$ cat src/rtl/heap_sort_seq_if.sv
// Handshake bundle between the sort sequencer, its upstream/downstream byte
// streams and the heap it drives.
interface heap_sort_seq_if #(
  parameter int DATA_W = 8
);
  logic [DATA_W-1:0] in_data;
  logic              in_valid;
  logic              in_last;
  logic              in_ready;
  logic [DATA_W-1:0] out_data;
  logic              out_valid;
  logic              out_last;
  logic              out_ready;
  logic              hp_push;
  logic              hp_pop;
  logic [DATA_W-1:0] hp_din;
  logic [DATA_W-1:0] hp_dout;
  logic [7:0]        hp_size;
  logic              hp_done;
  logic              hp_valid;

  modport master (
    input  in_data, in_valid, in_last, out_ready, hp_dout, hp_size, hp_done, hp_valid,
    output in_ready, out_data, out_valid, out_last, hp_push, hp_pop, hp_din
  );

  modport slave (
    output in_data, in_valid, in_last, out_ready, hp_dout, hp_size, hp_done, hp_valid,
    input  in_ready, out_data, out_valid, out_last, hp_push, hp_pop, hp_din
  );
endinterface

$ cat src/rtl/heap_sort_seq.sv
// Batch sort sequencer: loads a byte batch into a heap, then drains it out in
// top-first order; a watchdog halts the block if the heap stops answering.
module heap_sort_seq #(
  parameter int MAX_COUNT = 255,
  parameter int TIMEOUT   = 255
) (
  input  logic            clk,
  input  logic            reset,
  heap_sort_seq_if.master bus,
  output logic [7:0]      count,
  output logic            trunc,
  output logic            err
);
  localparam int DATA_W = 8;
  localparam int WD_W   = 16;
  localparam logic [7:0]      MAX_C  = 8'(MAX_COUNT);
  localparam logic [WD_W-1:0] WD_LIM = WD_W'(TIMEOUT - 1);

  typedef enum logic [2:0] {LOAD, PUSH_WAIT, DRAIN, POP_WAIT, HALT} state_t;

  state_t            state_q, state_d;
  logic              in_ready_q, in_ready_d;
  logic [DATA_W-1:0] hp_din_q, hp_din_d;
  logic [DATA_W-1:0] out_data_q, out_data_d;
  logic              hp_push_q, hp_push_d;
  logic              hp_pop_q, hp_pop_d;
  logic              out_valid_q, out_valid_d;
  logic              out_last_q, out_last_d;
  logic              last_seen_q, last_seen_d;
  logic              trunc_q, trunc_d;
  logic              err_q, err_d;
  logic [7:0]        count_q, count_d;
  logic [WD_W-1:0]   wd_q, wd_d;
  logic [7:0]        count_inc;
  logic              in_hs, out_hs, at_max, wd_expired;

  always_ff @(posedge clk or posedge reset) begin
    if (reset) begin
      state_q     <= LOAD;
      in_ready_q  <= 1'b0;
      hp_din_q    <= '0;
      out_data_q  <= '0;
      hp_push_q   <= 1'b0;
      hp_pop_q    <= 1'b0;
      out_valid_q <= 1'b0;
      out_last_q  <= 1'b0;
      last_seen_q <= 1'b0;
      trunc_q     <= 1'b0;
      err_q       <= 1'b0;
      count_q     <= '0;
      wd_q        <= '0;
    end else begin
      state_q     <= state_d;
      in_ready_q  <= in_ready_d;
      hp_din_q    <= hp_din_d;
      out_data_q  <= out_data_d;
      hp_push_q   <= hp_push_d;
      hp_pop_q    <= hp_pop_d;
      out_valid_q <= out_valid_d;
      out_last_q  <= out_last_d;
      last_seen_q <= last_seen_d;
      trunc_q     <= trunc_d;
      err_q       <= err_d;
      count_q     <= count_d;
      wd_q        <= wd_d;
    end
  end

  always_comb begin
    state_d     = state_q;
    hp_din_d    = hp_din_q;
    out_data_d  = out_data_q;
    hp_push_d   = 1'b0;
    hp_pop_d    = 1'b0;
    out_valid_d = out_valid_q;
    out_last_d  = out_last_q;
    last_seen_d = last_seen_q;
    trunc_d     = trunc_q;
    err_d       = err_q;
    count_d     = count_q;
    count_inc   = count_q + 8'd1;
    at_max      = (count_inc == MAX_C);
    in_hs       = bus.in_valid & in_ready_q;
    out_hs      = out_valid_q & bus.out_ready;
    wd_expired  = (wd_q == WD_LIM);

    if (out_hs) out_valid_d = 1'b0;

    case (state_q)
      LOAD: begin
        if (in_hs) begin
          hp_din_d    = bus.in_data;
          hp_push_d   = 1'b1;
          count_d     = count_inc;
          last_seen_d = bus.in_last | at_max;
          if (at_max && !bus.in_last) trunc_d = 1'b1;
          state_d     = PUSH_WAIT;
        end
      end
      PUSH_WAIT: begin
        if (bus.hp_done) begin
          state_d = last_seen_q ? DRAIN : LOAD;
        end else if (wd_expired) begin
          err_d   = 1'b1;
          state_d = HALT;
        end
      end
      DRAIN: begin
        if (bus.hp_size == 8'd0) begin
          count_d = '0;
          state_d = LOAD;
        end else if (bus.hp_valid && (!out_valid_q || out_hs)) begin
          // Capture the top now; the pop overlaps the downstream hold.
          out_data_d  = bus.hp_dout;
          out_valid_d = 1'b1;
          out_last_d  = (bus.hp_size == 8'd1);
          hp_pop_d    = 1'b1;
          state_d     = POP_WAIT;
        end
      end
      POP_WAIT: begin
        if (bus.hp_done) begin
          state_d = DRAIN;
        end else if (wd_expired) begin
          err_d   = 1'b1;
          state_d = HALT;
        end
      end
      HALT: begin
        state_d = HALT;
      end
      default: begin
        state_d = LOAD;
      end
    endcase

    if (state_d == HALT) out_valid_d = 1'b0;
    in_ready_d = (state_d == LOAD);

    if (hp_push_d || hp_pop_d) begin
      wd_d = '0;
    end else if (state_q == PUSH_WAIT || state_q == POP_WAIT) begin
      wd_d = wd_q + 16'd1;
    end else begin
      wd_d = wd_q;
    end
  end

  assign bus.in_ready  = in_ready_q;
  assign bus.out_data  = out_data_q;
  assign bus.out_valid = out_valid_q;
  assign bus.out_last  = out_last_q;
  assign bus.hp_push   = hp_push_q;
  assign bus.hp_pop    = hp_pop_q;
  assign bus.hp_din    = hp_din_q;
  assign count         = count_q;
  assign trunc         = trunc_q;
  assign err           = err_q;
endmodule

$ cat src/flat_wrapper.sv
// flat-port wrapper written by rule: the top's interface ports become plain ports
module heap_sort_seq_flat 
#(
  parameter int MAX_COUNT = 255,
  parameter int TIMEOUT   = 255
)
  (clk, reset, count, trunc, err, bus_in_data, bus_in_valid, bus_in_last, bus_out_ready, bus_hp_dout, bus_hp_size, bus_hp_done, bus_hp_valid, bus_in_ready, bus_out_data, bus_out_valid, bus_out_last, bus_hp_push, bus_hp_pop, bus_hp_din);
  heap_sort_seq_if bus_i ();
  input  logic clk;
  input  logic reset;
  output logic [7:0] count;
  output logic trunc;
  output logic err;
  input wire logic [$bits(bus_i.in_data)-1:0] bus_in_data;
  input wire logic [$bits(bus_i.in_valid)-1:0] bus_in_valid;
  input wire logic [$bits(bus_i.in_last)-1:0] bus_in_last;
  input wire logic [$bits(bus_i.out_ready)-1:0] bus_out_ready;
  input wire logic [$bits(bus_i.hp_dout)-1:0] bus_hp_dout;
  input wire logic [$bits(bus_i.hp_size)-1:0] bus_hp_size;
  input wire logic [$bits(bus_i.hp_done)-1:0] bus_hp_done;
  input wire logic [$bits(bus_i.hp_valid)-1:0] bus_hp_valid;
  output wire logic [$bits(bus_i.in_ready)-1:0] bus_in_ready;
  output wire logic [$bits(bus_i.out_data)-1:0] bus_out_data;
  output wire logic [$bits(bus_i.out_valid)-1:0] bus_out_valid;
  output wire logic [$bits(bus_i.out_last)-1:0] bus_out_last;
  output wire logic [$bits(bus_i.hp_push)-1:0] bus_hp_push;
  output wire logic [$bits(bus_i.hp_pop)-1:0] bus_hp_pop;
  output wire logic [$bits(bus_i.hp_din)-1:0] bus_hp_din;
  assign bus_i.in_data = bus_in_data;
  assign bus_i.in_valid = bus_in_valid;
  assign bus_i.in_last = bus_in_last;
  assign bus_i.out_ready = bus_out_ready;
  assign bus_i.hp_dout = bus_hp_dout;
  assign bus_i.hp_size = bus_hp_size;
  assign bus_i.hp_done = bus_hp_done;
  assign bus_i.hp_valid = bus_hp_valid;
  assign bus_in_ready = bus_i.in_ready;
  assign bus_out_data = bus_i.out_data;
  assign bus_out_valid = bus_i.out_valid;
  assign bus_out_last = bus_i.out_last;
  assign bus_hp_push = bus_i.hp_push;
  assign bus_hp_pop = bus_i.hp_pop;
  assign bus_hp_din = bus_i.hp_din;
  heap_sort_seq #(.MAX_COUNT(MAX_COUNT), .TIMEOUT(TIMEOUT)) u_core (.clk(clk), .reset(reset), .bus(bus_i), .count(count), .trunc(trunc), .err(err));
endmodule
$ cat config.mk
export PLATFORM = sky130hd
export DESIGN_NAME = heap_sort_seq_flat
export DESIGN_NICKNAME = d
export VERILOG_FILES = /design/src/rtl/heap_sort_seq_if.sv /design/src/rtl/heap_sort_seq.sv /design/src/flat_wrapper.sv
export SDC_FILE = /design/constraint.sdc
export NUM_CORES = 1
export LEC_CHECK = 0
export CORE_MARGIN = 5
export CORE_UTILIZATION = 44
export CTS_CLUSTER_DIAMETER = 200
export DETAILED_ROUTE_END_ITERATION = 12
export PLACE_DENSITY = 0.76
export SYNTH_ARGS = -nofsm -noshare
export SYNTH_HDL_FRONTEND = slang
export SYNTH_SLANG_ARGS = --single-unit
$ cat constraint.sdc
create_clock -name clk -period 1.6 [get_ports clk]
set_input_delay 0.4 -clock clk [delete_from_list [all_inputs] [get_ports clk]]
set_output_delay 0.4 -clock clk [all_outputs]
set_load 0.02 [all_outputs]
# Word-level counts from Yosys, hierarchy flattened
# Cells that the tools add are included.
# totals
regBits,51
latch_bits,0
ram_bits,0
mem_bits_ro,0
in_bits,31
out_inout_bits,31
wordCells,71
n_memories,0
# op_classes
n_addsub,2
multipliers,0
n_div,0
magnitude_cmp,0
n_eq_ne,10
shift,0
muxes,23
bitwise,5
n_reduce_logical,18
# ops
operator,count
16-bit 2-to-1 mux,2
3-bit 2-to-1 mux,6
16-bit by 1-bit adder with 16-bit output (second input constant),1
16-bit by 8-bit equality test with 1-bit output (second input constant),1
8-bit 2-to-1 mux,2
8-bit one-hot mux with 2 select lines,1
3-bit one-hot mux with 5 select lines,1
3-bit AND reduction,4
1-bit 2-to-1 mux,10
8-bit by 1-bit adder with 8-bit output (second input constant),1
8-bit by 1-bit equality test with 1-bit output (second input constant),1
8-bit equality test (second input constant),1
8-bit logical NOT,1
3-bit by 2-bit equality test with 1-bit output (second input constant),2
3-bit equality test (second input constant),2
3-bit logical NOT,2
2-bit by 1-bit != test with 1-bit output (second input constant),2
2-bit nonzero test,2
3-bit by 1-bit equality test with 1-bit output (second input constant),1
1-bit logical OR,3
1-bit bitwise AND,2
1-bit logical AND,2
1-bit logical NOT,2
2-bit 2-to-1 mux,1
4 further kinds,5

# Longest topological paths before layout
# Gate-level depths: netlist of the first run.
# depth
word_depth,8
ltp_mapped,7
mapped_depth_nobuf,6

# Worst setup path after synthesis of the first run
# OpenSTA, ideal clock, no wires.
# synth_path
path_kind,reg2reg
from,register u_core.wd_q[0]
to,"register u_core.in_ready_q, in the netlist u_core.bus.in_ready"
setup_ns,0.095
arrival_time_ns,1.601
required_ns,1.505
path_slack_ns,-0.096
stages_incl_launch_ff,7
n_path_buf,0
synth_period_minus_slack_ns,1.696
cell_sequence,dfrtp_1 > inv_1 > ha_1 > nor3b_1 > nand4b_4 > a221o_1 > nor4b_2
# synth_via
elab_chain_cells,5
word_cells_on_any_way,6
classes_between,eq/ne: 1; mux: 4; reduce/logical: 1
# synth_lines
item,line_no,text
start: declaration,heap_sort_seq.sv:33,"logic [WD_W-1:0] wd_q, wd_d;"
start signal: assignment,heap_sort_seq.sv:65,wd_q <= wd_d;
16-bit by 8-bit equality test with 1-bit output (*),heap_sort_seq.sv:85,wd_expired = (wd_q == WD_LIM);
3-bit 2-to-1 mux (*),"heap_sort_seq.sv:103, heap_sort_seq.sv:124",
"3-bit 2-to-1 mux, on equally long branches","heap_sort_seq.sv:122, heap_sort_seq.sv:101",
3-bit one-hot mux with 5 select lines (*),heap_sort_seq.sv:89,case (state_q)
net u_core.state_d[1],heap_sort_seq.sv:21,"state_t state_q, state_d;"
3-bit logical NOT (*),heap_sort_seq.sv:138,in_ready_d = (state_d == LOAD);
net u_core.in_ready_d,heap_sort_seq.sv:22,"logic in_ready_q, in_ready_d;"
end signal: assignment,heap_sort_seq.sv:54,in_ready_q <= in_ready_d;
end: declaration,heap_sort_seq.sv:22,
# The timed path passes the listed nets; every way through them passes the cells marked *.
# A chain may end at the register's enable or synchronous reset.

# Final worst setup path of the first run
# layout_path
from,input bus_hp_size[3]
to,"register u_core.in_ready_q, in the netlist u_core.bus.in_ready"
# layout_via
elab_chain_cells,4
# layout_lines
item,line_no,text
start: declaration,flat_wrapper.sv:19,input wire logic [$bits(bus_i.hp_size)-1:0] bus_hp_size;
8-bit logical NOT,heap_sort_seq.sv:109,if (bus.hp_size == 8'd0) begin
3-bit 2-to-1 mux,heap_sort_seq.sv:109,
3-bit one-hot mux with 5 select lines,heap_sort_seq.sv:89,
3-bit logical NOT,heap_sort_seq.sv:138,
net u_core.in_ready_d,heap_sort_seq.sv:22,
# The timed path passes the listed nets, and every way through them passes these cells.

==> results.py, run 1 <==
metrics = {
    "run_status": {
        "status": "finished, violations left",
        "failed_checks": "setup timing",
    },
    "run": {
        "max-cap-violations": 0,
    },
    "synth": {
        "ys_warn_count": 0,
        "synth_top_family_by_area": "simple AND/OR/NAND/NOR gates",
        "synth-seq-cells": 51,
        "synth_compound_area_share_pct": 6.448,
        "synthArstFlopShare_pct": 100.0,
        "synth_top_area_share_pct": 51.39,
        "postSynthCellCount": 235,
        "yosysSeqAreaShare_pct": 51.39,
        "synth_xor_area_share_pct": 5.290,
        "synth.area.mux_share_pct": 4.081,
        "synth_area_leader_cell": "dfrtp_1",
        "synth_cell_types": 50,
        "synth_fp_nets": 270,
        "synth_edf_count": 0,
        "synth-main-ff-cell": "dfrtp_1",
        "syn-cell-area_um2": 2484,
        "synthTopCellsByArea": "dfrtp_1 (51%), nand2_1 (5.3%), xnor2_1 (5.3%)",
        "syn_area_per_cell_um2": 10.57,
        "synth-simple-area-share_pct": 26.85,
        "synth-adder-area-share_pct": 2.015,
    },
    "pwr": {
        "power.density_nw_per_um2": 1448,
        "p_leak_nw": 1.858,
        "ir_drop_mv": 0.8630,
    },
    "detailed_routing": {
        "viasPerCell": 5.329,
        "drt_iter0_drc": 147,
        "drt_first_pass_iters": 7,
        "wl_per_cell_um": 17.17,
        "met1_length_um": 2928,
        "postRouteWirelength_um": 7265,
        "detail-route-antenna-nets": 0,
        "wl_met3_um": 377,
        "route.met2.wl_um": 3689,
        "vias": 2254,
        "drc": 0,
        "dr.max_layer_used": "met4",
    },
    "grt": {
        "antenna_found_initial": 0,
        "grt_usage_pct": 19.15,
        "grt_pass1_vias": 2271,
        "grt_pass1_wl_um": 11160,
        "grt_max_degree": 20,
        "grt-ovfl-total": 0,
    },
    "placement": {
        "port_buffers": 61,
        "dpl.hpwl_um": 4620,
        "gp_congestion": 0.8372,
        "dp_cells": 394,
    },
    "setup_path": {
        "max_stage_delay_ps": 360,
        "crit_slowest_cell": "nor4_4",
        "crit_arrival_ps": 1920,
        "critPathLaunchType": "primary input",
        "required_ps": 1800,
        "critPathCaptureType": "flop",
        "crit_path_cell_trace": "dlygate4sd2_1 -> nor4_4 -> a211oi_4 -> buf_4 -> or2_4 -> nor4b_2",
        "crit_fanout": 5,
        "critical_path_class": "in -> reg",
    },
    "floorplanning": {
        "dieArea_um2": 7247,
        "die_h_um": 85.13,
        "io_pins": 62,
        "start_util_pct": 45.10,
        "row_count": 27,
        "core_region_area_um2": 5507,
        "die_x_um": 85.13,
    },
    "sta": {
        "max-slew-margin-rel_pct": 71.40,
        "period_share_pct": 107.1,
        "min_period_ps": 1714,
        "finalSetupViolCount": 15,
        "hold_viol_final": 0,
        "report.final.slew_viol_count": 0,
        "worst_slew_pin_slew_ps": 427.9,
        "timing.fmax_ghz": 0.5835,
        "rsz0062_at_grt": "true",
        "setup_slack_ps": -113.8,
        "skew_ps": 8.797,
    },
    "clocking": {
        "htree_levels": 2,
        "clk_path_buf_depth": 2,
        "cts_sinks": 51,
        "cts_tree": "yes",
        "clkTransAtPathRegs_ps": 100,
        "numCtsBuffers": 5,
        "clkLatencyLatePin_ps": 310,
        "cts_hold_buffers": 0,
        "cts_root_buf": "clkbuf_8",
    },
    "cells_and_area": {
        "diodes": 0,
        "final_cell_mix": "dfrtp_1 (47), buf_4 (44), nand2_1 (35), dlygate4sd2_1 (34), clkdlybuf4s50_1 (20)",
        "n_fill_cell": 411,
        "seqCellArea_um2": 1281,
        "fin_cells": 423,
        "multiInputGateArea_um2": 1308,
        "nets": 385,
        "drive_above_1_share_pct": 33.33,
        "synthToLayoutAreaGrowth_pct": 57.33,
        "final_common_cell": "dfrtp_1",
        "postLayoutCoreUtil_pct": 70.96,
    },
    "hold_path": {
        "hp-class": "in -> async",
    },
}
## final cells by class
cell class	instances	share of cell area, %
Clock inverter	3	1.729
Tap cell	72	2.305
Multi-Input combinational cell	164	33.46
Sequential cell	51	32.79
Timing Repair Buffer	115	26.61
Clock buffer	5	1.761
Inverter	13	1.345
## kinds of logic after synthesis
kind of cell,Yosys count
and+or+nand+nor,114
buffers and inverters,20
adders and majority gates,4
xor gates and xnor gates,15
DFF,51
muxes,9
AOI/OAI and AO/OA,22
## power breakdown
part | switching (mW) | internal [mW] | total [mW]
clock | 0.440 | 0.623 | 1.06
sequential | 0.263 | 1.66 | 1.92
combinational | 1.36 | 1.31 | 2.67
total | 2.06 | 3.59 | 5.66
## cells in the mapped netlist, types with 2 or more instances
library cell	count
nand2b_1	3
nor4_1	6
o31ai_1	3
mux2_2	2
ha_1	4
a211o_1	2
o21ai_0	3
nand2_1	35
or3_1	2
nand4_1	3
nor4_4	3
nor3_1	9
clkbuf_1	2
dfrtp_1	51
a21oi_1	2
and3_1	2
a31oi_1	2
nor3b_1	4
inv_1	13
nand4b_1	3
xnor2_1	15
o22ai_1	2
nand3_1	11
nor2_1	21
mux2_1	7
## per-stage QoR
stage               total power [mW]  instance area [µm²]  TNS [ps]  setup slack [ps]  hold WS (ps)
floorplan                      3.106                 2492         0            0.8927         448.7
global placement               4.134                 3430    -14380            -448.0         446.0
detailed placement             4.210                 3430    -15580            -503.4         460.6
CTS                            5.348                 3687    -359.7            -55.97         422.2
global route                   5.940                 3908     -1319            -158.5         452.4
finish                         5.656                 3908    -420.1            -113.8         422.1
## critical path: cells and delay by family
kind | cells | cell delay (ps)
AO/OA/AOI/OAI | 1 | 140
AND/OR/NAND/NOR | 3 | 960
buffers and inverters | 2 | 410
## registers in the layout, summed over array words and instances, names as in the netlist
signal                count
u_core.wd_q              16
u_core.bus.hp_din         8
u_core.bus.out_data       8
u_core.count              8
u_core.state_q            3
u_core.bus.hp_pop         1
u_core.bus.hp_push        1
u_core.bus.in_ready       1
u_core.bus.out_last       1
u_core.bus.out_valid      1
u_core.err                1
u_core.last_seen_q        1
u_core.trunc              1
## worst paths after layout
check / slack [ps] / startpoint / cells past startpoint / to
max in group asynchronous: 740 / reset / 3 / u_core.bus.hp_push$_DFF_PP0_
worst min register to register: 480 / u_core.bus.hp_din[2]$_DFFE_PP0P_ / 2 / u_core.bus.hp_din[2]$_DFFE_PP0P_
worst max-delay path: -110 / bus_hp_size[3] / 6 / u_core.bus.in_ready$_DFF_PP0_
worst max register to register: -100 / u_core.wd_q[0]$_DFFE_PP0P_ / 6 / u_core.bus.in_ready$_DFF_PP0_
min in group clk: 440 / bus_hp_size[1] / 4 / u_core.bus.out_last$_DFFE_PP0P_
worst min-delay path: 420 / reset / 2 / u_core.count[2]$_DFFE_PP0P_
## per-layer routing
layer	up-vias	track usage [%]
met3	26	3.689
met2	94	33.69
met4	0	6.187
met1	1095	23.50
met5	-	0
li1	1039	-
## repair_timing
action	CTS	global route
setup endpoints to repair	63	34
gates resized for setup	60	49
pin swaps	9	14
setup buffers	13	6
cloned	1	1
Power figures use the tool's default switching activity.
==> inputs of run 2 (changes only) <==
--- a/config.mk
+++ b/config.mk
@@ -9,6 +9,7 @@
 export CORE_UTILIZATION = 44
 export CTS_CLUSTER_DIAMETER = 200
 export DETAILED_ROUTE_END_ITERATION = 12
+export HOLD_SLACK_MARGIN = 0.03
 export PLACE_DENSITY = 0.76
 export SYNTH_ARGS = -nofsm -noshare
 export SYNTH_HDL_FRONTEND = slang
==> results of run 2 <==
Same layout as run 1: the final DEF is identical, and so are final timing and power.
